[src/rtl/prog_loader_pkg.sv]
// Shared types and default sizes for the program loader.
// The echo option is enabled by defining PROG_LOADER_ECHO_EN in the top (prog_loader).
package prog_loader_pkg;

  localparam int IW_DEF    = 8;
  localparam int AW_DEF    = 4;
  localparam int DEPTH_DEF = 16;

  typedef enum logic [2:0] {
    IDLE,
    LEN,
    DATA,
    CHECK,
    DONE,
    ERROR
  } loader_state_t;

  // States in which the loader is consuming the byte stream.
  function automatic logic is_receiving(loader_state_t s);
    return (s == LEN) || (s == DATA) || (s == CHECK);
  endfunction

endpackage

[src/rtl/loader_checksum.sv]
// Modular byte sum over the image payload, with equality compare against a
// received checksum byte.
module loader_checksum
  import prog_loader_pkg::*;
#(
  parameter int W = IW_DEF
) (
  input  logic         clk_i,
  input  logic         rst_n_i,
  input  logic         clr_i,
  input  logic         en_i,
  input  logic [W-1:0] byte_i,
  input  logic [W-1:0] cmp_i,
  output logic         match_o
);

  logic [W-1:0] sum_q;
  logic [W-1:0] sum_d;

  always_comb begin
    sum_d = sum_q;
    if (clr_i) begin
      sum_d = '0;
    end else if (en_i) begin
      sum_d = sum_q + byte_i;
    end
  end

  always_ff @(posedge clk_i) begin
    if (!rst_n_i) begin
      sum_q <= '0;
    end else begin
      sum_q <= sum_d;
    end
  end

  assign match_o = (sum_q == cmp_i);

endmodule

[src/rtl/prog_loader.sv]
// Writes a length-prefixed, checksummed byte image into instruction memory
// while holding the CPU. Optional byte echo: define PROG_LOADER_ECHO_EN.
//
// state | meaning
// IDLE  | waiting for load_req, CPU running
// LEN   | expecting the length byte
// DATA  | expecting payload bytes, one imem write each
// CHECK | expecting the checksum byte
// DONE  | last load succeeded, CPU released
// ERROR | last load failed, CPU still held
module prog_loader
  import prog_loader_pkg::*;
#(
  parameter int IW    = IW_DEF,
  parameter int AW    = AW_DEF,
  parameter int DEPTH = DEPTH_DEF
) (
  input  logic          sysclk,
  input  logic          sysrst_n,
  input  logic          load_req,
  input  logic          rx_valid,
  input  logic [IW-1:0] rx_data,
  output logic          rx_ready,
  output logic          imem_we,
  output logic [AW-1:0] imem_addr,
  output logic [IW-1:0] imem_wdata,
`ifdef PROG_LOADER_ECHO_EN
  output logic          tx_valid,
  output logic [IW-1:0] tx_data,
  input  logic          tx_ready,
`endif
  output logic          cpu_hold,
  output logic          done,
  output logic          error
);

  localparam int LW = $clog2(DEPTH + 1);

  loader_state_t state_q, state_d;
  logic [AW-1:0] counter_q, counter_d;
  logic [LW-1:0] len_q, len_d;
  logic          cpu_hold_q, cpu_hold_d;
  logic          done_q, done_d;
  logic          error_q, error_d;
  logic          we_q, we_d;
  logic [AW-1:0] addr_q, addr_d;
  logic [IW-1:0] wdata_q, wdata_d;

  logic accept;
  logic last_byte;
  logic sum_clr;
  logic sum_en;
  logic sum_match;

  // Echo back-pressure: a stalled echo register blocks the receive side.
`ifdef PROG_LOADER_ECHO_EN
  logic          tx_valid_q;
  logic [IW-1:0] tx_data_q;

  assign rx_ready = is_receiving(state_q) && !(tx_valid_q && !tx_ready);
`else
  assign rx_ready = is_receiving(state_q);
`endif

  assign accept    = rx_valid && rx_ready;
  assign last_byte = ((LW'(counter_q) + LW'(1)) == len_q);

  loader_checksum #(
    .W(IW)
  ) u_checksum (
    .clk_i  (sysclk),
    .rst_n_i(sysrst_n),
    .clr_i  (sum_clr),
    .en_i   (sum_en),
    .byte_i (rx_data),
    .cmp_i  (rx_data),
    .match_o(sum_match)
  );

  always_comb begin
    state_d    = state_q;
    counter_d  = counter_q;
    len_d      = len_q;
    cpu_hold_d = cpu_hold_q;
    done_d     = done_q;
    error_d    = error_q;
    we_d       = 1'b0;
    addr_d     = addr_q;
    wdata_d    = wdata_q;
    sum_clr    = 1'b0;
    sum_en     = 1'b0;

    unique case (state_q)
      IDLE, DONE, ERROR: begin
        if (load_req) begin
          state_d    = LEN;
          cpu_hold_d = 1'b1;
          done_d     = 1'b0;
          error_d    = 1'b0;
          counter_d  = '0;
          sum_clr    = 1'b1;
        end
      end
      LEN: begin
        if (accept) begin
          if ((rx_data == '0) || (int'(rx_data) > DEPTH)) begin
            state_d = ERROR;
            error_d = 1'b1;
          end else begin
            len_d   = LW'(rx_data);
            state_d = DATA;
          end
        end
      end
      DATA: begin
        if (accept) begin
          we_d    = 1'b1;
          addr_d  = counter_q;
          wdata_d = rx_data;
          sum_en  = 1'b1;
          // Hold the counter on the final byte so a full-depth image never wraps it.
          if (last_byte) begin
            state_d = CHECK;
          end else begin
            counter_d = counter_q + AW'(1);
          end
        end
      end
      CHECK: begin
        if (accept) begin
          if (sum_match) begin
            state_d    = DONE;
            done_d     = 1'b1;
            cpu_hold_d = 1'b0;
          end else begin
            state_d = ERROR;
            error_d = 1'b1;
          end
        end
      end
      default: begin
        state_d = IDLE;
      end
    endcase
  end

  always_ff @(posedge sysclk) begin
    if (!sysrst_n) begin
      state_q    <= IDLE;
      counter_q  <= '0;
      len_q      <= '0;
      cpu_hold_q <= 1'b0;
      done_q     <= 1'b0;
      error_q    <= 1'b0;
      we_q       <= 1'b0;
      addr_q     <= '0;
      wdata_q    <= '0;
    end else begin
      state_q    <= state_d;
      counter_q  <= counter_d;
      len_q      <= len_d;
      cpu_hold_q <= cpu_hold_d;
      done_q     <= done_d;
      error_q    <= error_d;
      we_q       <= we_d;
      addr_q     <= addr_d;
      wdata_q    <= wdata_d;
    end
  end

`ifdef PROG_LOADER_ECHO_EN
  always_ff @(posedge sysclk) begin
    if (!sysrst_n) begin
      tx_valid_q <= 1'b0;
      tx_data_q  <= '0;
    end else if (accept) begin
      tx_valid_q <= 1'b1;
      tx_data_q  <= rx_data;
    end else if (tx_ready) begin
      tx_valid_q <= 1'b0;
    end
  end

  assign tx_valid = tx_valid_q;
  assign tx_data  = tx_data_q;
`endif

  assign imem_we    = we_q;
  assign imem_addr  = addr_q;
  assign imem_wdata = wdata_q;
  assign cpu_hold   = cpu_hold_q;
  assign done       = done_q;
  assign error      = error_q;

endmodule

[config.mk]
export PLATFORM = sky130hd
export DESIGN_NAME = prog_loader
export DESIGN_NICKNAME = d
export VERILOG_FILES = /design/src/rtl/prog_loader_pkg.sv /design/src/rtl/loader_checksum.sv /design/src/rtl/prog_loader.sv
export SDC_FILE = /design/constraint.sdc
export NUM_CORES = 1
export LEC_CHECK = 0
export BUFFER_PORTS_ARGS = -buffer_cell sky130_fd_sc_hd__buf_4
export CAP_MARGIN = 20
export CORE_ASPECT_RATIO = 0.6
export CORE_MARGIN = 1
export CORE_UTILIZATION = 40
export DETAILED_ROUTE_END_ITERATION = 10
export PLACE_DENSITY_LB_ADDON = 0.08
export SYNTH_ARGS = -nofsm -noshare
export SYNTH_HDL_FRONTEND = slang
export SYNTH_SLANG_ARGS = --single-unit
[constraint.sdc]
create_clock -name sysclk -period 2.72 [get_ports sysclk]
set_input_delay 0.136 -clock sysclk [delete_from_list [all_inputs] [get_ports sysclk]]
set_output_delay 0.136 -clock sysclk [all_outputs]
set_load 0.02 [all_outputs]
-- Word-level counts from Yosys, hierarchy flattened
Index checks and enable logic that the tools add are counted.
- bitwise operators: 2
- reductions and logical operators: 17
- multiplexer cells: 29
- add/sub/neg operators: 3
- eq/ne operators: 16
- magnitude comparators: 1
- operator list (cell ; count):
    two-way mux 3 bit ; 6
    inequality test 2 bit, second input constant ; 8
    two-way mux 1 bit ; 15
    two-way mux 4 bit ; 3
    one-hot mux 3 bit (4 select lines) ; 1
    adder 8 bit ; 1
    == test 8 bit ; 1
    greater-than comparator 8 x 5 -> 1 bit, second input constant ; 1
    logical NOT 8 bit ; 1
    one-hot mux 4 bit (2 select lines) ; 1
    AND reduction 4 bit ; 2
    == test 3 x 2 -> 1 bit, second input constant ; 2
    == test 3 bit, second input constant ; 2
    AND reduction 6 bit ; 1
    adder 4 x 1 -> 5 bit, second input constant ; 1
    == test 5 bit ; 1
    AND reduction 5 bit ; 1
    adder 4 x 1 -> 4 bit, second input constant ; 1
    one-hot mux 1 bit (2 select lines) ; 2
    nonzero test 2 bit ; 2
    == test 3 x 1 -> 1 bit, second input constant ; 1
    logical NOT 3 bit ; 1
    logical OR 1 bit ; 3
    one-hot mux 1 bit (3 select lines) ; 1
    other kinds (8) ; 9
- bits in registers: 36
- input bits: 12

-- Longest topological paths before layout
Gate-level depths: netlist (run 1).
- depth after elaboration: 6
- mapped depth: 8
- depth with buffers taken out: 8

-- Hierarchy
A second synthesis (run 1) with hierarchy kept.
- cell total of the unflattened synthesis: 247
- area total of the unflattened synthesis: 2050.7 um2
- by module, submodules not included (module ; area each (um2) ; times used ; cells each):
    prog_loader ; 1340.0 ; 1 ; 162
    loader_checksum ; 710.7 ; 1 ; 85

-- Least setup slack after synthesis (run 1)
Ideal clock, no wire load.
- kind: register to register
- start point: reg u_checksum.sum_q[1]
- end point: reg u_checksum.sum_q[7]
- path buffers: 0
- arrival time: 1658 ps
- cell stages (with the launch flop): 7
- setup slack: 1004 ps
- setup time: 58 ps
- data required time: 2662 ps
- cells stage by stage: dfxtp_1 > ha_1 > a211oi_1 > o21ai_0 > a211o_1 > a211oi_1 > a31o_2
- word-level cells in the longest chain between the ends: 1
- ends and longest elaborated chain (element ; line ; source):
    start, declared ; loader_checksum.sv:17 ; logic [W-1:0] sum_q;
    start signal, assigned ; loader_checksum.sv:33 ; sum_q <= sum_d;
    adder 8 bit ; loader_checksum.sv:25 ; sum_d = sum_q + byte_i;
Every way passes these cells.
A chain may end at the register's enable or synchronous reset.

-- Worst setup path in the final report (run 1)
- start point: reg counter_q[0]
- end point: reg counter_q[0]
- word-level cells in the longest chain between the ends: 4
- elaborated cells on any way between the ends: 8
- classes of those cells: 2 x add/sub; 2 x eq/ne; 3 x mux; 1 x reduce/logical
- ends and longest elaborated chain (element ; line ; source):
    start, declared ; prog_loader.sv:40 ; logic [AW-1:0] counter_q, counter_d;
    start signal, assigned ; prog_loader.sv:160 ; counter_q <= counter_d;
    adder 4 x 1 -> 5 bit / adder 4 x 1 -> 4 bit (equally long branches) ; prog_loader.sv:66, prog_loader.sv:125 ;
    == test 5 bit / two-way mux 4 bit (equally long branches) ; prog_loader.sv:66, prog_loader.sv:122 ;
    inequality test 2 bit (no line) / two-way mux 4 bit (equally long branches) ; n/a ;
    AND reduction 4 bit (no line) / one-hot mux 4 bit (2 select lines) (equally long branches) ; n/a ;
Parallel ways exist; a longest one is shown, timed or not. The select of a mux whose other input is x is not followed.

==> flow_metrics.env, run 1 <==
export IMPL_status="completed"
export IMPL_synth_flop_cell="dfxtp_1"
export IMPL_grt_pass1_vias=1620
export IMPL_startpoint_type="flop"
export IMPL_whs_ns=0.1141
export IMPL_post_route_util=0.4946
export IMPL_cp_max_fo=6
export IMPL_placed_area_um2=2217
export IMPL_hp_class="primary input to flop"
export IMPL_drv_slew=0
export IMPL_gp_congestion=0.7994
export IMPL_cts_repair_resized=0
export IMPL_synth_most_common_cell="nand2_1"
export IMPL_placed_cells=324
export IMPL_wl_per_cell_um=15.02
export IMPL_clock_sinks=36
export IMPL_rows=19
export IMPL_cts_tree="done"
export IMPL_ys_types=55
export IMPL_drtIter0Drc=106
export IMPL_timing_hold_violations_final=0
export IMPL_post_dp_hpwl_um=3612
export IMPL_synth_seq_area_share=0.3641
export IMPL_grt_max_degree=24
export IMPL_ios=29
export IMPL_design_area_um2=2305
export IMPL_reg2reg_depth=6
export IMPL_port_buffers=28
export IMPL_intPower_mw=0.8121
export IMPL_yosysTopAreaCellShare=0.3641
export IMPL_yosys_top_cells_count="42 x nand2_1, 36 x dfxtp_1, 23 x a21oi_1"
export IMPL_synth_area_um2=1979
export IMPL_end_kind="flop"
export IMPL_slew_limit_headroom=0.4888
export IMPL_core_um2=4659
export IMPL_fin_ws_ns=0.7102
export IMPL_fin_skew_ns=0.005664
export IMPL_syn2layout_area_growth_pct=16.43
export IMPL_antennaDiodeCount=0
export IMPL_finalPower_mw=1.180
export IMPL_seqPwrFrac=0.483
export IMPL_fillers=484
export IMPL_antenna_found_initial=0
export IMPL_max_slew_worst_pin_slew_ns=0.7660
export IMPL_synth_nets=263
export IMPL_dr_pass1_iters=4
export IMPL_fmaxAchievable_mhz=497.6
export IMPL_dieArea_um2=5243
export IMPL_clockPowerShare=0.333
export IMPL_die_y_um=56.49
export IMPL_p_switching_mw=0.3680
export IMPL_fin_crit_ns=2.010
export IMPL_wirelength_um=4988
export IMPL_combPwrFrac=0.184
export IMPL_cts_buffers=5
export IMPL_avgSynthCellArea_um2=8.179
export IMPL_drv_cap=0
export IMPL_grt_setup_unrepaired="false"
export IMPL_synth_seq_cells=36
export IMPL_criticalPathCategory="flop to flop"
export IMPL_p_per_area_nw_per_um2=512.0
export IMPL_synth_area_leaders="dfxtp_1 36%, nand2_1 8.0%, a21oi_1 5.8%"
export IMPL_leakage_nw=0.9484
export IMPL_synthCells=242
export IMPL_nNetsFinal=289
export IMPL_yosys_area_top_type="dfxtp_1"
export IMPL_cts_root_buffer="clkbuf_8"
export IMPL_track_usage=0.2076
export IMPL_route_detailed_drc=0
export IMPL_grt_overflow=0
export IMPL_via_per_inst=5.307
export IMPL_drive_gt1_frac=0.1784
export IMPL_fin_cells=332
export IMPL_pre_cts_ws_ns=0.7571
export IMPL_dieWidth_um=92.82
export IMPL_required_ns=2.89
export IMPL_synth_edf_count=0
export IMPL_finalSetupTns_ns=0
export IMPL_clkLatencyLatePin_ns=0.30
export IMPL_synthArstFlopShare=0
export IMPL_switching_share=0.3118
export IMPL_postCtsSetupBuffers=0
export IMPL_hold_buffers=0
export IMPL_clockBufferDepth=2
export IMPL_ys_warn_count=0
export IMPL_crit_arrival_ns=2.18
export IMPL_initial_core_util=0.4248
export IMPL_report_final_setup_viol=0
export IMPL_max_vdd_ir_drop_uv=200.0
export IMPL_antenna_left=0
export IMPL_via_count=1762
export IMPL_path_clk_slew_ns=0.08
export IMPL_hold_depth=3
export IMPL_cts_htree_levels=2
export IMPL_grt_pass1_wl_um=8128
export IMPL_fin_crit_sh=0.7389
[registers in the layout (all words and copies together) (netlist names), 3 cells and up]
name and flops:
u_checksum.sum_q 8, imem_wdata 8, state_q 3, imem_addr 4, counter_q 4, len_q 5
[layer usage]
layer	vias to the layer above	global-route usage	routed length [µm]
met5	-	0	0
met4	0	0.06374	47
met3	5	0.06640	271
met2	50	0.2731	1839
met1	795	0.3136	2829
li1	912	-	-
[power groups by stage]
stage | Sequential, mW | Clock [mW] | Combinational [mW]
floorplan | 0.582 | 0 | 0.143
finish | 0.569 | 0.393 | 0.217
global route | 0.573 | 0.431 | 0.238
global placement | 0.581 | 0 | 0.218
CTS | 0.569 | 0.401 | 0.216
detailed placement | 0.581 | 0 | 0.215
[layout make-up]
type                       instances  area (µm²)  share of cell area
multi-input combinational        186        1162              0.5043
clock buffer                       5       68.82             0.02986
clock inverter                     3       18.77            0.008143
sequential                        36       720.7              0.3127
tap                               63       78.83             0.03420
timing repair buffer              29       217.7             0.09446
inverter                          10       37.54             0.01629
[kinds of logic (layout without fill, tap and decap cells)]
family                   after synthesis  after routing  synth area share
buffers and inverters                 20             47           0.04867
flip-flops                            36             36            0.3641
AND/OR/NAND/NOR                      105            105            0.2649
adder cells (fa/ha/maj)                9              9           0.06069
XOR/XNOR                               7              7           0.03097
multiplexers                           8              8           0.04046
AO/OA/AOI/OAI                         57             57            0.1903
[layout by cell type (no fill, tap or decap), drive strengths merged, types with 3 or more instances in the layout]
cell | Yosys | final
a211o | 3 | 3
a211oi | 4 | 4
a21oi | 23 | 23
and3 | 3 | 3
buf | 6 | 29
clkbuf | 4 | 5
clkinv | 0 | 3
dfxtp | 36 | 36
ha | 8 | 8
inv | 10 | 10
mux2i | 8 | 8
nand2 | 42 | 42
nand2b | 3 | 3
nand3 | 7 | 7
nor2 | 20 | 20
nor2b | 3 | 3
nor3 | 7 | 7
nor4 | 4 | 4
o21a | 3 | 3
o21ai | 7 | 7
or3 | 4 | 4
xnor2 | 5 | 5
[path summary, 6_finish.rpt]
kind	startpoint	to	slack, ns
worst max-delay path	counter_q[0]$_SDFFE_PN0P_	counter_q[0]$_SDFFE_PN0P_	0.71
worst min-delay path	rx_data[3]	imem_wdata[3]$_SDFFE_PN0P_	0.11
worst max register to register	counter_q[0]$_SDFFE_PN0P_	counter_q[0]$_SDFFE_PN0P_	0.71
worst min register to register	imem_addr[2]$_SDFFE_PN0P_	imem_addr[2]$_SDFFE_PN0P_	0.46
[worst max-delay path, cell delays in order, from the launching register on]
cell and delay (ns):
dfxtp_1 0.45, ha_1 0.28, nand2b_1 0.10, o21a_1 0.17, o21ai_0 0.43, a21oi_1 0.28
mux2i_1 0.17
No activity file was read; power rests on OpenSTA's default activity.
==> run 2: changes to the inputs <==
clock period = 1.7 ns   (was 2.72 ns; I/O delays follow)
==> flow_metrics.env, run 2 (synthesis gave the netlist of run 1 again) <==
export IMPL_path_clk_slew_ns=0.08
export IMPL_cp_max_fo=3
export IMPL_finalPower_mw=2.176
export IMPL_gp_congestion=0.8261
export IMPL_grt_overflow=0
export IMPL_hold_depth=3
export IMPL_ff2ff_setup_slack_ns=0.03
export IMPL_crit_path_frequent_cell="nor2b_1"
export IMPL_fmaxAchievable_mhz=598.3
export IMPL_leakage_nw=1.194
export IMPL_startpoint_type="flop"
export IMPL_min_delay_start="rx_data[6]"
export IMPL_syn2layout_area_growth_pct=43.17
export IMPL_cts_htree_levels=2
export IMPL_grt_met2_usage=0.3067
export IMPL_final_common_cell="buf_4"
export IMPL_drive_gt1_frac=0.3903
export IMPL_fin_crit_ns=1.671
export IMPL_crit_arrival_ns=1.91
export IMPL_drtIter0Drc=149
export IMPL_track_usage=0.2286
export IMPL_grt_pass1_wl_um=9142
export IMPL_post_route_util=0.6082
export IMPL_via_count=1990
export IMPL_core_um2=4659
export IMPL_reg2reg_depth=8
export IMPL_crit_chain="buf_6 > inv_1 > fa_2 > nor2b_1 > o21a_1 > nor3_1 > o31ai_1 > nor2b_1"
export IMPL_initial_core_util=0.4248
export IMPL_slew_limit_headroom=0.7155
export IMPL_cts_root_buffer="clkbuf_8"
export IMPL_timing_hold_violations_final=0
export IMPL_max_slew_worst_pin_slew_ns=0.4235
export IMPL_max_vdd_ir_drop_uv=550.1
export IMPL_via_per_inst=5.335
export IMPL_grt_setup_unrepaired="true"
export IMPL_met3_usage=0.05149
export IMPL_reg2reg_to="u_checksum.sum_q[4]$_SDFFE_PP0P_"
export IMPL_dr_pass1_iters=4
export IMPL_dieArea_um2=5243
export IMPL_fin_crit_sh=0.9832
export IMPL_grt_max_degree=23
export IMPL_crit_slowest_cell="fa_2"
export IMPL_rr_startpoint="u_checksum.sum_q[1]$_SDFFE_PP0P_"
export IMPL_wl_per_cell_um=15.73
export IMPL_nNetsFinal=330
export IMPL_min_to="imem_wdata[6]$_SDFFE_PN0P_"
export IMPL_criticalPathCategory="flop to flop"
export IMPL_grt_pass1_vias=1779
export IMPL_top_usage_layer="met1"
export IMPL_route_detailed_drc=0
export IMPL_fillers=445
export IMPL_post_dp_hpwl_um=4077
export IMPL_met1_usage=0.3609
export IMPL_required_ns=1.94
export IMPL_port_buffers=28
export IMPL_p_per_area_nw_per_um2=768.0
export IMPL_status="completed"
export IMPL_ios=29
export IMPL_final_cell_mix="67 x buf_4, 42 x nand2_1, 27 x dfxtp_1"
export IMPL_hp_class="primary input to flop"
export IMPL_cts_buffers=5
export IMPL_fin_skew_ns=0.003762
export IMPL_cts_tree="done"
export IMPL_clkLatencyLatePin_ns=0.29
export IMPL_drv_slew=0
export IMPL_drv_cap=0
export IMPL_dieWidth_um=92.82
export IMPL_report_final_setup_viol=0
export IMPL_antennaDiodeCount=0
export IMPL_antenna_left=0
export IMPL_antenna_found_initial=0
export IMPL_cp_slowest_stage_delay_ns=0.37
export IMPL_wirelength_um=5869
export IMPL_clockBufferDepth=2
export IMPL_rows=19
export IMPL_hold_buffers=0
export IMPL_die_y_um=56.49
export IMPL_end_kind="flop"
export IMPL_clock_sinks=36
==> run 2: changes by cell type in the layout (fill, tap and decap cells not counted), sizes merged <==
cell	change
buf	+41
bufinv	+1
clkinv	-2
clkinvlp	+1
==> run 2: through the flow <==
| step | setup TNS (ns) | area (µm²) | setup slack (ns) | instances | hold slack [ns] |
|---|---|---|---|---|---|
| floorplan | 0 | 1984 | 0.03100 | 242 | 0.2210 |
| global placement | -0.2673 | 2497 | -0.08093 | 359 | 0.3738 |
| detailed placement | -0.5186 | 2497 | -0.1714 | 359 | 0.3790 |
| CTS | -0.004484 | 2655 | -0.004484 | 369 | 0.06253 |
| global route | -0.1053 | 2834 | -0.03710 | 373 | 0.06180 |
| finish | 0 | 2834 | 0.02855 | 373 | 0.07101 |
==> run 2: worst max-delay path, delay by kind of cell (launching register included) <==
kind                     cells  cell delay, ns
AO/OA/AOI/OAI                2            0.38
adder cells (fa/ha/maj)      1            0.37
flip-flops                   1            0.36
AND/OR/NAND/NOR              3            0.35
buffers and inverters        2            0.16
==> run 2: per-layer routing <==
metal	routed length [µm]	vias to the layer above
met5	0	-
met4	51	0
met3	309	7
met2	2390	65
met1	3116	920
li1	-	998
==> run 2: cell type report <==
type	instances	area, µm²	share of cell area
clock inverters	3	42.54	0.01501
multi-input cells	186	1329	0.4689
well taps	63	78.83	0.02781
clock buffers	5	68.82	0.02428
inverters	10	37.54	0.01325
repair buffers	70	545.5	0.1925
flip-flops and latches	36	732.0	0.2583
==> run 2: worst max path at each step <==
| stage | startpoint | to | slack, ns | cells after the start |
|---|---|---|---|---|
| CTS | u_checksum.sum_q[2]$_SDFFE_PP0P_ | state_q[0]$_SDFFE_PN0P_ | -0.004 | 7 |
| floorplan | state_q[2]$_SDFFE_PN0P_ | counter_q[3]$_SDFFE_PN0P_ | 0.03 | 5 |
| detailed placement | counter_q[1]$_SDFFE_PN0P_ | counter_q[1]$_SDFFE_PN0P_ | -0.17 | 6 |
| global route | u_checksum.sum_q[1]$_SDFFE_PP0P_ | u_checksum.sum_q[4]$_SDFFE_PP0P_ | -0.04 | 8 |
| finish | u_checksum.sum_q[1]$_SDFFE_PP0P_ | u_checksum.sum_q[4]$_SDFFE_PP0P_ | 0.03 | 8 |
| global placement | counter_q[0]$_SDFFE_PN0P_ | counter_q[0]$_SDFFE_PN0P_ | -0.08 | 6 |
==> run 2: what timing repair did <==
action                     4_1_cts  5_1_grt
setup endpoints to repair        9       14
gates resized for setup          9       34
buffers inserted                 2        4
gates cloned                     0        0
pin swaps                        2       13
==> run 2: report_power, final <==
part	internal (mW)	switching [mW]
logic	0.231	0.263
clock network	0.434	0.345
registers	0.876	0.0267
